$ cat src/rtl/dds_wave_gen.sv
// dds_wave_gen: DDS waveform generator producing an 8-bit offset-binary DAC
// stream (mid-scale 128) with per-period sync. Settings loaded while running
// are held pending and applied at the next phase wrap.
module dds_wave_gen #(
  parameter int unsigned PHASE_W = 32,
  parameter int unsigned CLK_FS  = 50_000_000
) (
  input  logic               sys_clk,
  input  logic               rst_n,
  input  logic               run,
  input  logic [PHASE_W-1:0] freq_word,
  input  logic [1:0]         wave_sel,
  input  logic [7:0]         amp,
  input  logic [7:0]         duty,
  input  logic               param_load,
  output logic               param_busy,
  output logic [7:0]         dac_data,
  output logic               sync_out
);

  localparam logic [1:0] IDLE = 2'd0;
  localparam logic [1:0] RUN  = 2'd1;
  localparam logic [1:0] PEND = 2'd2;

  // CLK_FS is informational: f_out = freq_word * CLK_FS / 2^PHASE_W
  if (CLK_FS == 0) begin : g_clk_fs_unset
  end

  // Quarter-wave sine magnitude: round(127*sin(pi/2*(i+0.5)/64))
  localparam logic [6:0] SINE_ROM [0:63] = '{
    7'd2,   7'd5,   7'd8,   7'd11,  7'd14,  7'd17,  7'd20,  7'd23,
    7'd26,  7'd29,  7'd32,  7'd35,  7'd38,  7'd41,  7'd44,  7'd47,
    7'd50,  7'd53,  7'd56,  7'd58,  7'd61,  7'd64,  7'd67,  7'd69,
    7'd72,  7'd74,  7'd77,  7'd79,  7'd82,  7'd84,  7'd86,  7'd89,
    7'd91,  7'd93,  7'd95,  7'd97,  7'd99,  7'd101, 7'd103, 7'd105,
    7'd106, 7'd108, 7'd110, 7'd111, 7'd113, 7'd114, 7'd115, 7'd117,
    7'd118, 7'd119, 7'd120, 7'd121, 7'd122, 7'd123, 7'd124, 7'd124,
    7'd125, 7'd125, 7'd126, 7'd126, 7'd127, 7'd127, 7'd127, 7'd127
  };

  logic [1:0]         state;
  logic [PHASE_W-1:0] phase;
  logic               first;
  logic [PHASE_W-1:0] fw_act,   fw_pend;
  logic [1:0]         wave_act, wave_pend;
  logic [7:0]         amp_act,  amp_pend;
  logic [7:0]         duty_act, duty_pend;

  logic [PHASE_W-1:0] phase_sum;
  logic               wrap;

  logic [7:0]         k;
  logic [5:0]         rom_idx;
  logic [6:0]         mag;
  logic [7:0]         raw_next;

  logic [7:0]         raw1;
  logic [7:0]         amp1;
  logic               sync1;
  logic signed [8:0]  s1;
  logic signed [16:0] prod2;
  logic               sync2;

  assign param_busy = (state == PEND);

  // Phase increment; the adder carry is the period wrap
  always_comb begin
    {wrap, phase_sum} = {1'b0, phase} + {1'b0, fw_act};
  end

  // Control: phase accumulator, first-sample flag and active/pending settings.
  // Dropping run and sitting in IDLE share one path: both zero the phase and
  // apply settings at once, so a load never waits while the generator is off.
  always_ff @(posedge sys_clk or negedge rst_n) begin
    if (!rst_n) begin
      state     <= IDLE;
      phase     <= '0;
      first     <= 1'b0;
      fw_act    <= '0;
      wave_act  <= '0;
      amp_act   <= '0;
      duty_act  <= '0;
      fw_pend   <= '0;
      wave_pend <= '0;
      amp_pend  <= '0;
      duty_pend <= '0;
    end else if (!run || state == IDLE) begin
      if (param_load) begin
        fw_act   <= freq_word;
        wave_act <= wave_sel;
        amp_act  <= amp;
        duty_act <= duty;
      end else if (state == PEND) begin
        fw_act   <= fw_pend;
        wave_act <= wave_pend;
        amp_act  <= amp_pend;
        duty_act <= duty_pend;
      end
      phase <= '0;
      first <= run;
      state <= run ? RUN : IDLE;
    end else begin
      phase <= phase_sum;
      first <= wrap;
      if (param_load) begin
        if (wrap) begin
          fw_act   <= freq_word;
          wave_act <= wave_sel;
          amp_act  <= amp;
          duty_act <= duty;
          state    <= RUN;
        end else begin
          fw_pend   <= freq_word;
          wave_pend <= wave_sel;
          amp_pend  <= amp;
          duty_pend <= duty;
          state     <= PEND;
        end
      end else if (state == PEND && (wrap || fw_act == '0)) begin
        fw_act   <= fw_pend;
        wave_act <= wave_pend;
        amp_act  <= amp_pend;
        duty_act <= duty_pend;
        state    <= RUN;
      end
    end
  end

  // Raw waveform sample from the top 8 phase bits
  always_comb begin
    k        = phase[PHASE_W-1 -: 8];
    rom_idx  = k[6] ? (6'd63 - k[5:0]) : k[5:0];
    mag      = SINE_ROM[rom_idx];
    raw_next = k;
    unique case (wave_sel_dummy(wave_act))
      2'd0: raw_next = k[7] ? (8'd128 - {1'b0, mag}) : (8'd128 + {1'b0, mag});
      2'd1: raw_next = (k < duty_act) ? 8'hFF : 8'h00;
      2'd2: raw_next = k[7] ? (8'd255 - {k[6:0], 1'b0}) : {k[6:0], 1'b0};
      2'd3: raw_next = k;
    endcase
  end

  function automatic logic [1:0] wave_sel_dummy(input logic [1:0] w);
    return w;
  endfunction

  // Stage 1: raw sample plus the amplitude it must be scaled with
  always_ff @(posedge sys_clk or negedge rst_n) begin
    if (!rst_n) begin
      raw1  <= 8'd128;
      amp1  <= '0;
      sync1 <= 1'b0;
    end else if (!run) begin
      raw1  <= 8'd128;
      amp1  <= '0;
      sync1 <= 1'b0;
    end else begin
      raw1  <= (state == IDLE) ? 8'd128 : raw_next;
      amp1  <= amp_act;
      sync1 <= (state != IDLE) && first;
    end
  end

  // Signed offset of the raw sample from mid-scale
  always_comb begin
    s1 = $signed({1'b0, raw1} - 9'd128);
  end

  // Stage 2: signed product s * amp
  always_ff @(posedge sys_clk or negedge rst_n) begin
    if (!rst_n) begin
      prod2 <= '0;
      sync2 <= 1'b0;
    end else if (!run) begin
      prod2 <= '0;
      sync2 <= 1'b0;
    end else begin
      prod2 <= $signed(17'(s1)) * $signed(17'({1'b0, amp1}));
      sync2 <= sync1;
    end
  end

  // Stage 3: floor-scaled output back to offset binary
  always_ff @(posedge sys_clk or negedge rst_n) begin
    if (!rst_n) begin
      dac_data <= 8'd128;
      sync_out <= 1'b0;
    end else if (!run) begin
      dac_data <= 8'd128;
      sync_out <= 1'b0;
    end else begin
      dac_data <= 8'd128 + 8'(prod2 >>> 8);
      sync_out <= sync2;
    end
  end

endmodule

$ cat config.mk
export PLATFORM = sky130hd
export DESIGN_NAME = dds_wave_gen
export DESIGN_NICKNAME = d
export VERILOG_FILES = /design/src/rtl/dds_wave_gen.sv
export SDC_FILE = /design/constraint.sdc
export NUM_CORES = 1
export LEC_CHECK = 0
export BUFFER_PORTS_ARGS = -buffer_cell sky130_fd_sc_hd__buf_4
export CAP_MARGIN = 30
export CORE_MARGIN = 2
export CORE_UTILIZATION = 51
export CTS_BUF_LIST = sky130_fd_sc_hd__clkbuf_16
export DETAILED_ROUTE_END_ITERATION = 12
export PLACE_DENSITY = 0.67
export SYNTH_ARGS = -nofsm -noshare
export SYNTH_HDL_FRONTEND = slang
export SYNTH_SLANG_ARGS = --single-unit
$ cat constraint.sdc
create_clock -name sys_clk -period 14 [get_ports sys_clk]
set_input_delay 2.1 -clock sys_clk [delete_from_list [all_inputs] [get_ports sys_clk]]
set_output_delay 2.1 -clock sys_clk [all_outputs]
set_load 0.02 [all_outputs]
# Word level (Yosys, flattened, before mapping)

Memories as Yosys holds them, arrays and structs flattened.
Index checks and enable logic that the tools add are counted.

ROM bits: 448
Input port bits: 54
Bits in latches: 0
Output and inout bits: 10
Flip-flop bits (word level): 178
Memory bits (writable): 0
Memories kept: 1

Memories:

| name             | words | bits a word | rd ports | clocked after memory_dff | write ports | RTL line | source |
|---|---|---|---|---|---|---|---|
| (name not given) | 64    | 7           | 1        | 0                        | 0           | 133      | `mag = SINE_ROM[rom_idx];` |

Bitwise operators: 3
$add $sub $neg: 7
Div/mod/pow operators: 0
Muxes and demuxes: 46
Order comparisons: 2
Multipliers: 1
Reduce and logical (&&, ||, !) cells: 12
Equality and inequality tests: 6
Shift-type cells: 0

Operators with widths:

| cell                                                               | number |
|---|---|
| 32-bit 2-to-1 mux                                                  | 7 |
| 8-bit 2-to-1 mux                                                   | 19 |
| 32-bit by 32-bit adder with 33-bit output                          | 1 |
| 32-bit logical NOT                                                 | 1 |
| 8-bit case mux with 4 select lines                                 | 1 |
| 2-bit 2-to-1 mux                                                   | 10 |
| 9-bit by 9-bit multiplier with 16-bit output                       | 1 |
| 16-bit 2-to-1 mux                                                  | 1 |
| 7-bit 2-to-1 mux                                                   | 2 |
| 8-bit by 8-bit subtractor with 9-bit output, second input constant | 1 |
| 8-bit by 7-bit adder with 8-bit output, first input constant       | 1 |
| 8-bit adder, first input constant                                  | 1 |
| 8-bit < comparator                                                 | 1 |
| 8-bit by 7-bit subtractor with 8-bit output, first input constant  | 1 |
| 8-bit subtractor, first input constant                             | 1 |
| 7-bit greater-or-equal comparator, second input constant           | 1 |
| 6-bit NOT with 7-bit output                                        | 1 |
| 2-bit == test, second input constant                               | 3 |
| 6-bit 2-to-1 mux                                                   | 1 |
| 3-bit AND reduction                                                | 2 |
| 6-bit subtractor, first input constant                             | 1 |
| 1-bit 2-to-1 mux                                                   | 5 |
| 2-bit logical NOT                                                  | 2 |
| 3-bit by 1-bit != test with 1-bit output, second input constant    | 1 |
| other kinds (8)                                                    | 11 |

# Longest topological paths before layout

Depth in word-level cells: 11
Mapped depth: 18
Gate-level depth less buffers: 18

# Worst setup path before layout

No wires, ideal clock.

Path kind: register to register
From: register raw1[7]
To: register prod2[15]
Path slack: 9.476 ns
Arrival: 4.405 ns
Cell stages (with the launch flop): 18
Buffers on the path: 0
Cells stage by stage: dfstp_2 > nand2b_1 > fa_1 > inv_1 > fa_1 > inv_1 > fa_1 > inv_1 > fa_1 > ha_1 > or3_1 > o22ai_1 > o21a_1 > o21ai_0 > a31o_2 > a21oi_1 > xnor2_1 > and2_1

Cells in the longest elaborated chain, start to end: 3

Ends and longest elaborated chain:

| item                                         | RTL line | source |
|---|---|---|
| start: declaration                           | 57       | `logic [7:0] raw1;` |
| start signal: assignment                     | 158      | `raw1 <= (state == IDLE) ? 8'd128 : raw_next;` |
| 8-bit by 8-bit subtractor with 9-bit output  | 166      | `s1 = $signed({1'b0, raw1} - 9'd128);` |
| 9-bit by 9-bit multiplier with 16-bit output | 178      | `prod2 <= $signed(17'(s1)) * $signed(17'({1'b0, amp1}));` |
| 16-bit 2-to-1 mux                            | 174      | `end else if (!run) begin` |
| end signal: assignment                       | 178      |  |
| end: declaration                             | 61       | `logic signed [16:0] prod2;` |

Every way passes these cells.
A chain may end at the register's enable or synchronous reset.

# Worst setup path in the final report

From: register amp1[0]
To: register prod2[15]

Cells in the longest elaborated chain, start to end: 2

Ends and longest elaborated chain:

| item                                         | RTL line | source |
|---|---|---|
| start: declaration                           | 58       | `logic [7:0] amp1;` |
| start signal: assignment                     | 159      | `amp1 <= amp_act;` |
| 9-bit by 9-bit multiplier with 16-bit output | 178      |  |
| 16-bit 2-to-1 mux                            | 174      |  |

Every way passes these cells.

==> impl_results.md <==
- Leakage: approximately 0.0062 uW
- Die width: about 160 um
- Mapped Area: around 12,000 sq um
- Internal power: ~1700 uW
- DRT iter0 DRCs: between 400 and 500
- CTS tree: built
- Synthesized Nets: about 1,400
- Residual DRC: 0
- Final hold violations: 0
- Post-synth EDFFs: 0
- Multi-input logic area: ~7200 sq um
- H-tree depth: 4
- Hold Crit Class: reg2reg
- Fin crit share: between 30% and 40%
- Crit path DAT: approximately 5200 ps
- Mux share of post-synthesis cell area: 14.5%
- Vias: about 8,700
- Status: finished clean
- CTS Hold Bufs: 0
- RSZ-0062 raised after global routing: false
- Sequential Power Share: roughly 30%
- Overflow after GRT: 0
- Worst hold slack: approximately 410 ps
- Seq/Total Area, Yosys: between 30% and 40%
- Gpl congestion: around 0.84
- Area share of fa/ha/maj cells after synthesis: 16.2%
- Clock root cell: clkbuf_16
- Slew Viols, Final: 0
- Post-layout min period: about 5000 ps
- Fmax achieved: about 200 MHz
- Share of layout cells above drive strength 1: between 15 and 20%
- Max-cap viol count: 0
- Routed len/inst: 16.0 um
- Reg clk slew, reported paths: approximately 70 ps
- Clock skew: ~8.5 ps
- Post-CTS Setup Bufs: 0
- Final setup viols: 0
- Core area: approximately 23,000 sq um
- Crit path max fanout: 7
- Fin util: about 57%
- ANT cells: 0
- Max-slew headroom at the worst pin: 35.7%
- Top-count cell post-synth: dfrtp_1
- First-pass GRT wire length: about 43 mm
- Most instantiated cells after synthesis: 168 x dfrtp_1, 101 x inv_1, 96 x mux2_2
- Xor/xnor cell area share of the yosys netlist: under 10%
- Synth Instances: between 1,000 and 1,500
- Initial core utilization: 51.9%
- Die height: between 150 and 200 um
- Largest net degree at the start of global routing: 63
- Rows: 56
- Post-route cell area: 13,400 sq um
- Synth area leaders: dfrtp_1 35%, mux2_2 8.9%, fa_1 8.6%, ha_1 7.6%, mux2_1 4.0%
- # IOs: 64
- Main synth FF type: dfrtp_1
- Die ar.: ~25,000 sq um
- Hold Path Depth: 1
- Avg Cell Area, Syn: ~10 sq um
- Largest family of logic cells by synthesized area: adder cells
- Post-cts sizing count: 0
- Startpoint types: register
- Worst-Skew Late Latency: ~420 ps
- Initial antenna violation count: 0
- Synth async-reset ratio: 100%
- Post-synth top area share: 34.6%
- Clk sinks: between 150 and 200
- Top cell type by total area after synthesis: dfrtp_1
- Final WL: approximately 25 mm
- Peak VDD IR: ~120 uV
- TritonCTS Buffers: 17
- Hold wc startpoint: prod2[15]
- Critical Path RT: 14,320 ps
- NetSw: between 1000 and 1500 uW
- Placed cell area: roughly 13,000 sq um
- Final nets: roughly 1,400
- # fillers: around 2,100
- Synth Area in Simple Gates: around 14%
- Worst slew pin tran: just under 1000 ps
- R2r startpoint: amp1[0]
- Tot GR Track Use: a little over a fifth
- Sequential standard cell area: between 4000 and 5000 sq um
- DP HPWL: between 15 and 20 mm
- Area grow syn2layout: 10.6%
- Longest Clk Path Bufs: 2
- FF-to-FF path depth: 17
- Final ANT Viol Nets: 0
- Vias per cell: between 5 and 6
- CP endpoint kind: register
- Sum Neg Setup Slack: 0 ps
- Crit. Startpoint: amp1[0]
- Critical path class: reg2reg
- Initial DRT Pass Iterations: 5
- PD cells: 215 nW/um^2
- Sw frac: between 40% and 50%
- Logic pwr share: a little over half
- Clk network pwr share: ~16%
- Vias in the first global route: 8,869
- Synthesized flop and latch total: 170
- PortBufs: 63
- Area fraction in compound gates after synthesis: a little under an eighth
- Netlist cell types: between 60 and 70
- Yosys warnings: 0
## path summary, 6_finish.rpt
| path | endpoint | slack, ps |
|---|---|---|
| max | prod2[15] | 9100 |
| min | dac_data[7] | 410 |
| max reg2reg | prod2[15] | 9100 |
| min reg2reg | dac_data[7] | 410 |
| max in group asynchronous | phase[9] | 10920 |
| min in group asynchronous | duty_pend[3] | 1620 |
## sequential cells by signal, indices dropped and copies added, names as in the netlist
name / flops
fw_act: 32
fw_pend: 32
phase: 32
amp1: 8
amp_act: 8
amp_pend: 8
dac_data: 8
duty_act: 8
duty_pend: 8
prod2: 8
raw1: 8
state: 2
wave_act: 2
wave_pend: 2
first: 1
sync1: 1
sync2: 1
sync_out: 1
## per-layer routing
layer  global-route usage [%]  up-vias  part of all wire [%]
li1                         -     4232                     -
met1                     29.9     4298                    47
met2                     36.2      113                    49
met3                     3.08       18                   2.8
met4                     4.76        0                   1.0
met5                        0        -                     0
## critical path: stages, from the launching register on
cell	delay (ps)
dfrtp_1	460
nand2b_1	210
fa_1	570
inv_1	50
fa_1	490
inv_1	50
fa_1	480
inv_1	50
fa_1	470
ha_1	220
or3_1	370
o22ai_1	380
o21a_1	210
o21ai_0	120
a31o_2	270
a21oi_1	170
xnor2_1	80
and2_1	150
## power groups by stage
| stage | clock, uW | combinational [uW] | sequential, uW |
|---|---|---|---|
| 6_report | 469 | 1550 | 872 |
| 4_1_cts | 480 | 1560 | 874 |
| 5_1_grt | 500 | 1760 | 903 |
| 2_1_floorplan | 0 | 1260 | 802 |
| 3_5_place_dp | 0 | 1540 | 879 |
| 3_3_place_gp | 0 | 1510 | 870 |
## metrics by stage
step	worst slack, ps	cells	power (uW)
after global placement	8840	1536	2380
final	9100	1569	2900
after detailed placement	9110	1538	2420
after global routing	8850	1569	3160
after CTS	9100	1569	2910
after floorplan	9480	1206	2060
## area by class of cell
class                   count  area share, %
clock buffers              17           3.16
clock inverters            14           1.18
inverters                 101           2.82
multi-input cells         874           53.9
flip-flops and latches    170           31.7
well taps                 319           2.97
repair buffers             74           4.34
## cells by family after synthesis
group,count (synthesis)
XOR/XNOR,49
flip-flops,170
AND/OR/NAND/NOR,319
AO/OA/AOI/OAI,221
adder cells (fa/ha/maj),126
multiplexers,159
buffers and inverters,162
## cell usage in the layout (no fill, tap or decap), types with 30 or more instances in the layout
master / n
dfrtp_1: 168
inv_1: 101
mux2_2: 96
nor2_1: 74
ha_1: 74
buf_4: 71
and2_1: 70
nand2_1: 65
a21oi_1: 55
o21ai_0: 52
fa_1: 52
mux2_1: 43
xnor2_1: 30
(Power assumes the default switching activity.)
